**config.mk**
```make
export PLATFORM = sky130hd
export DESIGN_NAME = alu_issue_ctrl
export DESIGN_NICKNAME = d
export VERILOG_FILES = /design/src/rtl/alu_pkg.sv /design/src/rtl/alu_regfile.sv /design/src/rtl/alu_issue_ctrl.sv
export SDC_FILE = /design/constraint.sdc
export NUM_CORES = 1
export LEC_CHECK = 0
export CORE_MARGIN = 2
export CORE_UTILIZATION = 50
export CTS_CLUSTER_SIZE = 20
export DETAILED_ROUTE_END_ITERATION = 6
export PLACE_DENSITY_LB_ADDON = 0.25
export SYNTH_ARGS = -nofsm -noshare
export SYNTH_HDL_FRONTEND = slang
export SYNTH_SLANG_ARGS = --single-unit
```
**constraint.sdc**
```tcl
create_clock -name clk -period 2.4 [get_ports clk]
set_clock_uncertainty 0.15 [all_clocks]
set_input_delay 0.6 -clock clk [delete_from_list [all_inputs] [get_ports clk]]
set_output_delay 0.6 -clock clk [all_outputs]
set_load 0.01 [all_outputs]
```
**src/rtl/alu_pkg.sv**
```systemverilog
// ---------------------------------------------------------------------------
// alu_pkg
// Shared definitions for the 16-bit ALU and its issue/writeback controller:
// datapath and register-file sizes, the controller state encoding and the
// ALU opcode map. The opcode map is owned here so that the ALU and every
// producer of commands agree on it.
// ---------------------------------------------------------------------------
package alu_pkg;

    localparam int WIDTH  = 16;
    localparam int OPC_W  = 3;
    localparam int NREG   = 8;
    localparam int REG_AW = 3;

    typedef enum logic [1:0] {
        S_IDLE = 2'd0,
        S_EXEC = 2'd1,
        S_RESP = 2'd2
    } state_t;

    // ALU opcodes; the controller forwards them untouched.
    localparam logic [OPC_W-1:0] OPC_ADD   = 3'd0;
    localparam logic [OPC_W-1:0] OPC_SUB   = 3'd1;
    localparam logic [OPC_W-1:0] OPC_AND   = 3'd2;
    localparam logic [OPC_W-1:0] OPC_OR    = 3'd3;
    localparam logic [OPC_W-1:0] OPC_XOR   = 3'd4;
    localparam logic [OPC_W-1:0] OPC_PASSA = 3'd5;
    localparam logic [OPC_W-1:0] OPC_PASSB = 3'd6;
    localparam logic [OPC_W-1:0] OPC_NOT   = 3'd7;

endpackage

```
**src/rtl/alu_regfile.sv**
```systemverilog
// ---------------------------------------------------------------------------
// alu_regfile
// NREG x WIDTH register file with two combinational read ports and one
// synchronous write port. Register 0 always reads as zero and ignores
// writes. Synchronous reset clears every entry.
//
// Ports:
//   clk, rst        clock, synchronous active-high reset
//   ra_a, ra_b      read addresses
//   rd_a, rd_b      read data (combinational)
//   we, wa, wd      write enable, address, data (written at rising edge)
// ---------------------------------------------------------------------------
module alu_regfile
    import alu_pkg::*;
#(
    parameter int WIDTH = 16,
    parameter int NREG  = 8,
    localparam int AW   = $clog2(NREG)
) (
    input  logic             clk,
    input  logic             rst,
    input  logic [AW-1:0]    ra_a,
    input  logic [AW-1:0]    ra_b,
    output logic [WIDTH-1:0] rd_a,
    output logic [WIDTH-1:0] rd_b,
    input  logic             we,
    input  logic [AW-1:0]    wa,
    input  logic [WIDTH-1:0] wd
);

    logic [WIDTH-1:0] regs [NREG];

    always_ff @(posedge clk) begin
        if (rst) begin
            for (int i = 0; i < NREG; i++) begin
                regs[i] <= '0;
            end
        end else if (we && (wa != '0)) begin
            regs[wa] <= wd;
        end
    end

    // R0 is forced to zero on the read side as well, so it stays zero even
    // if the storage bit for entry 0 is ever disturbed.
    assign rd_a = (ra_a == '0) ? '0 : regs[ra_a];
    assign rd_b = (ra_b == '0) ? '0 : regs[ra_b];

endmodule

```
**src/rtl/alu_issue_ctrl.sv**
```systemverilog
// ---------------------------------------------------------------------------
// alu_issue_ctrl
// Issue/writeback controller in front of an external combinational ALU.
// Accepts one command at a time, reads operands from the internal register
// file, holds the ALU inputs stable through a full execute cycle, writes the
// ALU result back and presents result + flags on a response channel.
// Sequence: IDLE -> EXEC -> RESP -> IDLE (one command per 3 cycles peak).
//
// Ports:
//   clk, rst                          clock, synchronous active-high reset
//   cmd_valid/cmd_ready               command handshake
//   cmd_opc, cmd_sa, cmd_sb, cmd_dst  opcode, source A/B, destination index
//   cmd_cin                           carry-in for the ALU
//   cmd_imm_en, cmd_imm               operand B from immediate when set
//   alu_a, alu_b, alu_c, alu_opc      registered ALU inputs
//   alu_w, alu_zer, alu_neg           ALU result and flags
//   rsp_valid/rsp_ready               response handshake
//   rsp_w, rsp_zer, rsp_neg           captured result and flags
// ---------------------------------------------------------------------------
module alu_issue_ctrl
#(
    parameter int WIDTH = 16,
    parameter int NREG  = 8,
    localparam int AW   = $clog2(NREG)
) (
    input  logic                      clk,
    input  logic                      rst,
    input  logic                      cmd_valid,
    output logic                      cmd_ready,
    input  logic [alu_pkg::OPC_W-1:0] cmd_opc,
    input  logic [AW-1:0]             cmd_sa,
    input  logic [AW-1:0]             cmd_sb,
    input  logic [AW-1:0]             cmd_dst,
    input  logic                      cmd_cin,
    input  logic                      cmd_imm_en,
    input  logic [WIDTH-1:0]          cmd_imm,
    output logic [WIDTH-1:0]          alu_a,
    output logic [WIDTH-1:0]          alu_b,
    output logic                      alu_c,
    output logic [alu_pkg::OPC_W-1:0] alu_opc,
    input  logic [WIDTH-1:0]          alu_w,
    input  logic                      alu_zer,
    input  logic                      alu_neg,
    output logic                      rsp_valid,
    input  logic                      rsp_ready,
    output logic [WIDTH-1:0]          rsp_w,
    output logic                      rsp_zer,
    output logic                      rsp_neg
);

    import alu_pkg::*;

    state_t           state;
    state_t           state_nxt;
    logic [AW-1:0]    dst_q;
    logic [WIDTH-1:0] rd_a;
    logic [WIDTH-1:0] rd_b;
    logic             accept;
    logic             wb_en;

    assign accept = cmd_valid && cmd_ready;
    assign wb_en  = (state == S_EXEC);

    alu_regfile #(
        .WIDTH (WIDTH),
        .NREG  (NREG)
    ) u_regfile (
        .clk  (clk),
        .rst  (rst),
        .ra_a (cmd_sa),
        .ra_b (cmd_sb),
        .rd_a (rd_a),
        .rd_b (rd_b),
        .we   (wb_en),
        .wa   (dst_q),
        .wd   (alu_w)
    );

    // State register
    always_ff @(posedge clk) begin
        if (rst) begin
            state <= S_IDLE;
        end else begin
            state <= state_nxt;
        end
    end

    // Next-state logic
    always_comb begin
        state_nxt = state;
        case (state)
            S_IDLE:  if (accept)    state_nxt = S_EXEC;
            S_EXEC:                 state_nxt = S_RESP;
            S_RESP:  if (rsp_ready) state_nxt = S_IDLE;
            default:                state_nxt = S_IDLE;
        endcase
    end

    // Output logic; ready is masked during reset so a command presented in
    // the reset cycle is never taken.
    always_comb begin
        cmd_ready = 1'b0;
        rsp_valid = 1'b0;
        case (state)
            S_IDLE:  cmd_ready = !rst;
            S_RESP:  rsp_valid = 1'b1;
            default: ;
        endcase
    end

    // Issue stage: operands latched on accept and held until the next accept
    always_ff @(posedge clk) begin
        if (rst) begin
            alu_a   <= '0;
            alu_b   <= '0;
            alu_c   <= 1'b0;
            alu_opc <= '0;
            dst_q   <= '0;
        end else if (accept) begin
            alu_a   <= rd_a;
            alu_b   <= cmd_imm_en ? cmd_imm : rd_b;
            alu_c   <= cmd_cin;
            alu_opc <= cmd_opc;
            dst_q   <= cmd_dst;
        end
    end

    // Writeback stage: result and flags captured at the end of EXEC
    always_ff @(posedge clk) begin
        if (rst) begin
            rsp_w   <= '0;
            rsp_zer <= 1'b0;
            rsp_neg <= 1'b0;
        end else if (state == S_EXEC) begin
            rsp_w   <= alu_w;
            rsp_zer <= alu_zer;
            rsp_neg <= alu_neg;
        end
    end

endmodule

```
==> flow_summary.toml, run 1 <==
[outcome]
status = "complete, no violations"

[logic_synthesis]
syn-instance-count = 687
yosys_register_bits = 171
synth_edf_count = 112
yosys.area.top_type_share = 0.410
synth_ff_type = "edfxtp_1"
syn-cell-area_um2 = 8210
synth_common_cells = "and2_1, edfxtp_1, nand2_1, dfxtp_1, a21oi_1"
ys_top_cells_by_area = "edfxtp_1, dfxtp_1, and2_1"
syn_nets = 739
yosysSeqAreaShare = 0.553
async_flop_share = 0
netlist-cell-type-count = 43
syn_avg_cell_area_um2 = 12.0
synth_top_area_cell = "edfxtp_1"
yosys_warnings = 0

[pwr]
p_switching_w = 0.00162
comb_power_share = 0.120
p_int_w = 0.00526
switching_share = 0.236
peakVddDrop_v = 0.000524
p_leak_nw = 3.84
clock_power_share = 0.394
seqPwrFrac = 0.485
p_per_area_nw_per_um2 = 661

[flow_run]
max-cap-violations = 0

[timing]
period_needed_ps = 2330
min_period_over_period = 0.972
rsz0062_at_grt = "no"
tightest_slew_ps = 665
setup_viol = 0
final_max_slew_viol_count = 0
fmax_mhz = 429
hold_viol = 0
tns_ps = 0
relSlewSlack = 0.545

[setup_path]
slowest_stage = "clkdlybuf4s50_1"
reg2reg_from = "u_regfile.regs[6][13]$_SDFFCE_PN0P_"
reg2reg_depth = 5
path_cells = "nor2b_2, clkdlybuf4s50_1"
slowest_delay_ps = 550
r2r_end = "alu_b[13]$_SDFFE_PP0P_"
crit_type = "flip-flop to output pin"
worstPathRequired_ps = 1650
rrSetupSlack_ps = 460
start_kind = "flip-flop"
crit_fanout = 8
cp.arrival_ps = 1580
end_kind = "output pin"

[layout]
nets = 865
area_delta_synth_final_pct = 26.9
fin_cells = 1042
diodes = 0
drive_above_1_share = 0.173
fillers = 1250

[drt]
met3WireLength_um = 1530
wirelength_um = 20700
dr_total_vias = 6027
wl_met2_um = 9370
drtPass1Iterations = 5
drcViolationCount = 0
highest_layer = "met5"
via_per_inst = 5.78
met1Wirelength_um = 9560
routedWlPerCell_um = 19.9
detail_route.iter0.violations = 570
ant_nets = 0

[die]
die_w_um = 132
rows = 46
core_area_um2 = 15900
pin_count = 108
initial_core_util = 0.515
die_area_um2 = 17500
die_height_um = 132

[worst_hold_path]
whs_path_depth = 2
hp-start = "alu_a[5]$_SDFFE_PP0P_"
worstHoldEndpoint = "alu_a[5]$_SDFFE_PP0P_"
worstHoldPathType = "flip-flop to flip-flop"

[global_routing]
grt_usage = 0.243
grt_pass1_wl_um = 33100
grt_max_degree = 42
grt-ovfl-total = 0
grt_pass1_vias = 5935
antenna_found_initial = 1

[clock_network]
root_buffer = "clkbuf_16"
tritoncts = "yes"
clock-sinks = 171
numCtsBuffers = 17
clock_path_buffers = 2
postCtsSetupBuffers = 0
clk_pin_slew_ps = 60
h-tree-depth = 4
ctsHoldBuffers = 0
clk_latency_ps = 430

[placement]
place_inst = 1010
place.gp.congestion = 0.922
port_buffers = 107
dpl.hpwl_um = 15200
registers in the layout, indices dropped and copies added (netlist names):
name / cells
u_regfile.regs: 112
alu_a: 16
alu_b: 16
rsp_w: 16
alu_opc: 3
dst_q: 3
state: 2
alu_c: 1
rsp_neg: 1
rsp_zer: 1
worst max path at each step:
| stage | cells after the start | start | to | slack, ps |
|---|---|---|---|---|
| detailed placement | 6 | cmd_sb[2] | alu_b[13]$_SDFFE_PP0P_ | -270 |
| CTS | 2 | state[1]$_SDFFE_PP0P_ | rsp_valid | 20 |
| finish | 2 | state[1]$_SDFFE_PP0P_ | rsp_valid | 70 |
| floorplan | 4 | rst | u_regfile.regs[3][0]$_SDFFCE_PN0P_ | 350 |
| global route | 2 | state[1]$_SDFFE_PP0P_ | rsp_valid | 6 |
| global placement | 6 | cmd_sb[2] | alu_b[13]$_SDFFE_PP0P_ | -130 |
power by group through the flow:
stage	combinational [W]	sequential, W	clock [W]
after detailed placement	0.000822	0.00340	0
after global placement	0.000803	0.00339	0
after CTS	0.000829	0.00334	0.00276
final	0.000829	0.00334	0.00272
after global routing	0.000890	0.00335	0.00288
after floorplan	0.000394	0.00340	0
routing by layer:
layer	track usage	vias to the layer above
met3	0.0538	26
li1	-	2791
met1	0.350	2953
met5	0	-
met2	0.373	255
met4	0.0694	2
stage by stage:
stage	setup WS (ps)	hold slack (ps)	utilization	cell area [um^2]	power [W]
2_1_floorplan	350	331	-	8210	0.00379
3_3_place_gp	-133	291	0.615	9810	0.00419
3_5_place_dp	-266	299	0.615	9810	0.00422
4_1_cts	22.7	311	0.653	10400	0.00692
5_1_grt	5.86	334	0.654	10400	0.00712
6_report	67.5	307	0.654	10400	0.00689
critical path, delay by kind of cell (launching register included):
kind / cells / cell delay (ps)
buf+inv: 1 / 550
flops: 1 / 410
simple gates: 1 / 190
cells by family after synthesis:
logic type,after synthesis,share of synthesized area
and+or+nand+nor,274,0.187
AOI/OAI and AO/OA,118,0.0952
muxes,71,0.130
buffers and inverters,53,0.0337
DFF,171,0.553
area by class of cell:
cell class	instances	area (um^2)	share of cell area
Inverter	3	11.3	0.00108
Tap cell	216	270	0.0259
Multi-Input combinational cell	463	3400	0.326
Clock buffer	21	526	0.0504
Sequential cell	171	4550	0.436
Timing Repair Buffer	157	1590	0.153
Clock inverter	11	73.8	0.00709
placed cells by master (no fill, tap or decap), types with 15 or more instances in the layout:
cell type and count:
nor2b_1 15, clkbuf_16 21, edfxtp_1 112, nand3_1 16
a21oi_1 52, nand2b_1 16, mux2_2 28, clkdlybuf4s50_1 103
and2_1 112, dfxtp_1 58, nand3b_1 18, nand2_1 67
mux2i_1 17, mux4_2 18, buf_4 37
timing repair:
item                                    4_1_cts  5_1_grt
gates resized for setup                       3        1
endpoints found under the setup margin        2        1
hold endpoints to repair                      0        0
Power figures use the tool's default switching activity.
==> run 2: changes to the inputs <==
--- a/config.mk
+++ b/config.mk
@@ -9,6 +9,7 @@
 export CORE_UTILIZATION = 50
 export CTS_CLUSTER_SIZE = 20
 export DETAILED_ROUTE_END_ITERATION = 6
+export GPL_TIMING_DRIVEN = 0
 export PLACE_DENSITY_LB_ADDON = 0.25
 export SYNTH_ARGS = -nofsm -noshare
 export SYNTH_HDL_FRONTEND = slang
==> flow_summary.toml, run 2 (synthesis gave the netlist of run 1 again) <==
[timing]
relSlewSlack = 0.499
tightest_slew_ps = 752
setup_viol = 0
fmax_mhz = 427
whs_ps = 306
hold_viol = 0
period_needed_ps = 2340
final_max_slew_viol_count = 0
min_period_over_period = 0.975

[layout]
largest_register_ffs = 112
final_cell_mix = "and2_1, edfxtp_1, clkdlybuf4s50_1, nand2_1, dfxtp_1"
nets = 864
diodes = 0
fin_cells = 1041
area_delta_synth_final_pct = 24.4
largest_register = "u_regfile.regs"
drive_above_1_share = 0.145
final_core_util = 0.641

[worst_hold_path]
worstHoldPathType = "flip-flop to flip-flop"

[setup_path]
slowest_stage = "clkdlybuf4s50_1"
start_kind = "primary input"
rrSetupSlack_ps = 170
r2r_end = "u_regfile.regs[2][6]$_SDFFCE_PN0P_"
crit_type = "primary input to flip-flop"
reg2reg_depth = 5
crit_fanout = 10
startpoint = "cmd_sa[0]"
end_kind = "flip-flop"
cp_num_buf_inv = 2
cp_num_cells = 6
path_cells = "clkdlybuf4s50_1, buf_4, mux4_2, nand2b_1, nand3_1, a21oi_1"
reg2reg_from = "state[0]$_SDFFE_PP0P_"
cp.arrival_ps = 2480
slowest_delay_ps = 630
path_delay_family = "buffers and inverters"
cp-endpoint = "alu_a[13]$_SDFFE_PP0P_"
worstPathRequired_ps = 2540

[pwr]
p_per_area_nw_per_um2 = 664
peakVddDrop_v = 0.000542
p_leak_nw = 3.67

[die]
die_height_um = 132
pin_count = 108
die_area_um2 = 17500
rows = 46
initial_core_util = 0.515
die_w_um = 132
core_area_um2 = 15900

[drt]
routedWlPerCell_um = 22.5
via_per_inst = 5.93
wirelength_um = 23400
drtPass1Iterations = 5
detail_route.iter0.violations = 630
dr_total_vias = 6168
ant_nets = 0
drcViolationCount = 0

[clock_network]
clk_latency_ps = 440
ctsHoldBuffers = 0
clock_path_buffers = 2
numCtsBuffers = 17
h-tree-depth = 4
clk_pin_slew_ps = 60
root_buffer = "clkbuf_16"
clock-sinks = 171
tritoncts = "yes"

[flow_run]
max-cap-violations = 0

[placement]
place_inst = 1009
place.gp.congestion = 0.891
port_buffers = 106
dpl.hpwl_um = 16500

[global_routing]
grt-ovfl-total = 0
grt_usage = 0.273
grt_max_degree = 18
grt_pass1_wl_um = 35500
antenna_found_initial = 0
grt_pass1_vias = 6148

[outcome]
status = "complete, no violations"
run 2: cell types whose count changed in the layout (fill, tap and decap cells not counted), moves of 4 or more:
cell | before | now
or2_2 | 7 | 0
buf_12 | 13 | 2
clkbuf_1 | 0 | 22
inv_6 | 2 | 6
buf_4 | 37 | 2
or2_4 | 0 | 7
buf_1 | 0 | 7
buf_2 | 3 | 10
run 2: worst min-delay path by stage:
stage	start	to	slack (ps)	depth (start not counted)
final	alu_opc[1]$_SDFFE_PP0P_	alu_opc[1]$_SDFFE_PP0P_	310	2
after global routing	rsp_w[10]$_SDFFE_PP0N_	rsp_w[10]$_SDFFE_PP0N_	330	2
after CTS	alu_a[2]$_SDFFE_PP0P_	alu_a[2]$_SDFFE_PP0P_	310	2
after detailed placement	alu_a[2]$_SDFFE_PP0P_	alu_a[2]$_SDFFE_PP0P_	300	2
after global placement	alu_opc[2]$_SDFFE_PP0P_	alu_opc[2]$_SDFFE_PP0P_	290	2
after floorplan	alu_a[0]$_SDFFE_PP0P_	alu_a[0]$_SDFFE_PP0P_	330	2
run 2: power by group:
part | leakage [nW] | switching, W | internal, W
clock | 0.281 | 0.00120 | 0.00141
sequential | 1.64 | 0.0000784 | 0.00326
combinational | 1.75 | 0.000443 | 0.000392
total | 3.67 | 0.00172 | 0.00506
run 2: tightest hold or removal path, delay by kind of cell, from the launching register on:
family	cells	cell delay, ps
simple gates	1	50
flops	1	310
compound gates	1	50
run 2: routing by layer:
metal,vias up,global-route usage,wire length (um)
met4,0,0.0827,448
li1,2796,-,-
met5,-,0,0
met2,339,0.429,10700
met3,27,0.0592,2270
met1,3006,0.381,9930
run 2: layout make-up:
type,instances,area (um^2)
fillers,1253,5730
flip-flops and latches,171,4550
multi-input cells,463,3490
repair buffers,106,1060
clock buffers,19,454
plain buffers,50,274
well taps,216,270
clock inverters,13,103
inverters,3,11.3
run 2: per-stage QoR:
stage	setup WS [ps]	setup TNS, ps	instance area (um^2)	total power [W]
after global routing	-2.33	-2.33	10200	0.00700
after CTS	6.32	0	10200	0.00678
after global placement	-952	-156050	9540	0.00418
after floorplan	350	0	8210	0.00379
final	59.0	0	10200	0.00678
after detailed placement	-1010	-162860	9540	0.00420
run 2: what timing repair did:
action | in CTS | in global routing
endpoints found under the setup margin | 200 | 152
gates resized for setup | 19 | 20
buffers inserted | 0 | 0
==> run 3: changes to the inputs <==
--- a/config.mk
+++ b/config.mk
@@ -5,7 +5,7 @@
 export SDC_FILE = /design/constraint.sdc
 export NUM_CORES = 1
 export LEC_CHECK = 0
-export CORE_MARGIN = 2
+export CAP_MARGIN = 20
 export CORE_UTILIZATION = 50
 export CTS_CLUSTER_SIZE = 20
 export DETAILED_ROUTE_END_ITERATION = 6
==> flow_summary.toml, run 3 (synthesis gave the netlist of run 1 again) <==
[outcome]
status = "finished, violations left"
violations = "negative setup slack"

[timing]
period_needed_ps = 2450
fin_ws_ps = -49.0
hold_viol = 0
setup_viol = 64
tightest_slew_ps = 736
rsz0062_at_grt = "yes"
relSlewSlack = 0.505
fmax_mhz = 408
tns_ps = -2240
min_period_over_period = 1.02
final_max_slew_viol_count = 0

[drt]
dr_total_vias = 6125
wirelength_um = 23200
routedWlPerCell_um = 22.2
drtPass1Iterations = 5
detail_route.iter0.violations = 517
via_per_inst = 5.86
ant_nets = 0
drcViolationCount = 0

[global_routing]
grt-ovfl-total = 0
grt_pass1_vias = 6067
grt_pass1_wl_um = 34500
grt_usage = 0.286
grt_max_degree = 17
antenna_found_initial = 0

[die]
die_height_um = 130
pin_count = 108
die_w_um = 130
initial_core_util = 0.515
rows = 46
core_area_um2 = 15900
die_area_um2 = 16900

[pwr]
seqPwrFrac = 0.468
p_switching_w = 0.00165
totalPowerFinal_w = 0.00713
peakVddDrop_v = 0.000544
p_int_w = 0.00548
p_per_area_nw_per_um2 = 693
p_leak_nw = 3.70
comb_power_share = 0.118
switching_share = 0.231
clock_power_share = 0.414

[placement]
dpl.hpwl_um = 16300
place.gp.congestion = 0.885
place_inst = 1009
dp_slack_ps = -997
port_buffers = 106

[setup_path]
reg2reg_depth = 4
crit_type = "primary input to flip-flop"
startpoint = "rst"
cp_num_cells = 4
cp-endpoint = "u_regfile.regs[2][1]$_SDFFCE_PN0P_"
rrSetupSlack_ps = 40
reg2reg_from = "state[0]$_SDFFE_PP0P_"
crit_fanout = 16
cpMostUsedCell = "clkbuf_1"
worstPathRequired_ps = 2330
path_cells = "dlygate4sd2_1, clkbuf_1, clkbuf_1, or2_2"
start_kind = "primary input"
slowest_stage = "or2_2"
r2r_end = "u_regfile.regs[6][11]$_SDFFCE_PN0P_"
slowest_delay_ps = 520
end_kind = "flip-flop"
cp_num_buf_inv = 3
cp.arrival_ps = 2380
path_delay_family = "buffers and inverters"

[worst_hold_path]
worstHoldPathType = "flip-flop to flip-flop"
hp-start = "rsp_neg$_SDFFE_PP0N_"

[clock_network]
ctsHoldBuffers = 0
h-tree-depth = 4
root_buffer = "clkbuf_16"
tritoncts = "yes"
clock-sinks = 171
clk_latency_ps = 440
numCtsBuffers = 17
clock_path_buffers = 2
clk_pin_slew_ps = 60

[layout]
fin_cells = 1045
largest_register_ffs = 112
final_core_util = 0.645
area_delta_synth_final_pct = 25.3
diodes = 0
final_cell_mix = "and2_1, edfxtp_1, clkdlybuf4s50_1, nand2_1, dfxtp_1"
nets = 868
largest_register = "u_regfile.regs"
drive_above_1_share = 0.152

[flow_run]
max-cap-violations = 0
[run 3: worst min-delay path, cell delays in order, from the launching register on]
cell and delay (ps):
dfxtp_1 310, nand2_1 50, a21oi_1 50
[run 3: metrics by stage]
step	hold slack (ps)	cell area, um^2
after floorplan	331	8210
after global placement	294	9540
after detailed placement	299	9540
after CTS	307	10300
after global routing	329	10300
final	306	10300
[run 3: worst min path at each step]
stage | end | slack (ps) | cells past startpoint
detailed placement | alu_a[3]$_SDFFE_PP0P_ | 300 | 2
global route | rsp_w[0]$_SDFFE_PP0N_ | 330 | 2
floorplan | alu_a[0]$_SDFFE_PP0P_ | 330 | 2
global placement | alu_opc[1]$_SDFFE_PP0P_ | 290 | 2
CTS | alu_a[3]$_SDFFE_PP0P_ | 310 | 2
finish | rsp_neg$_SDFFE_PP0N_ | 310 | 2
[run 3: power by group through the flow]
stage | logic (W) | clock network [W] | registers (W)
floorplan | 0.000394 | 0 | 0.00340
detailed placement | 0.000807 | 0 | 0.00339
global placement | 0.000796 | 0 | 0.00338
CTS | 0.000829 | 0.00295 | 0.00333
finish | 0.000839 | 0.00295 | 0.00333
global route | 0.000892 | 0.00306 | 0.00335
[run 3: routing by layer]
metal / wire length, um / global-route usage / part of all wire
met1: 10200 / 0.394 / 0.44
met2: 10900 / 0.453 / 0.47
met4: 310 / 0.0964 / 0.013
met3: 1860 / 0.0574 / 0.080
met5: 0 / 0 / 0
[run 3: cell type report]
type,instances,area (um^2)
sequential,171,4550
clock buffer,17,425
multi-input combinational,463,3460
clock inverter,15,204
buffer,50,282
tap,216,270
inverter,3,11.3
timing repair buffer,110,1090
fill,1251,5650
[run 3: what timing repair did]
item                       in CTS  in global routing
setup endpoints to repair     193                111
resized for setup              22                 12
buffers inserted                4                  0
pin swaps                       1                  0
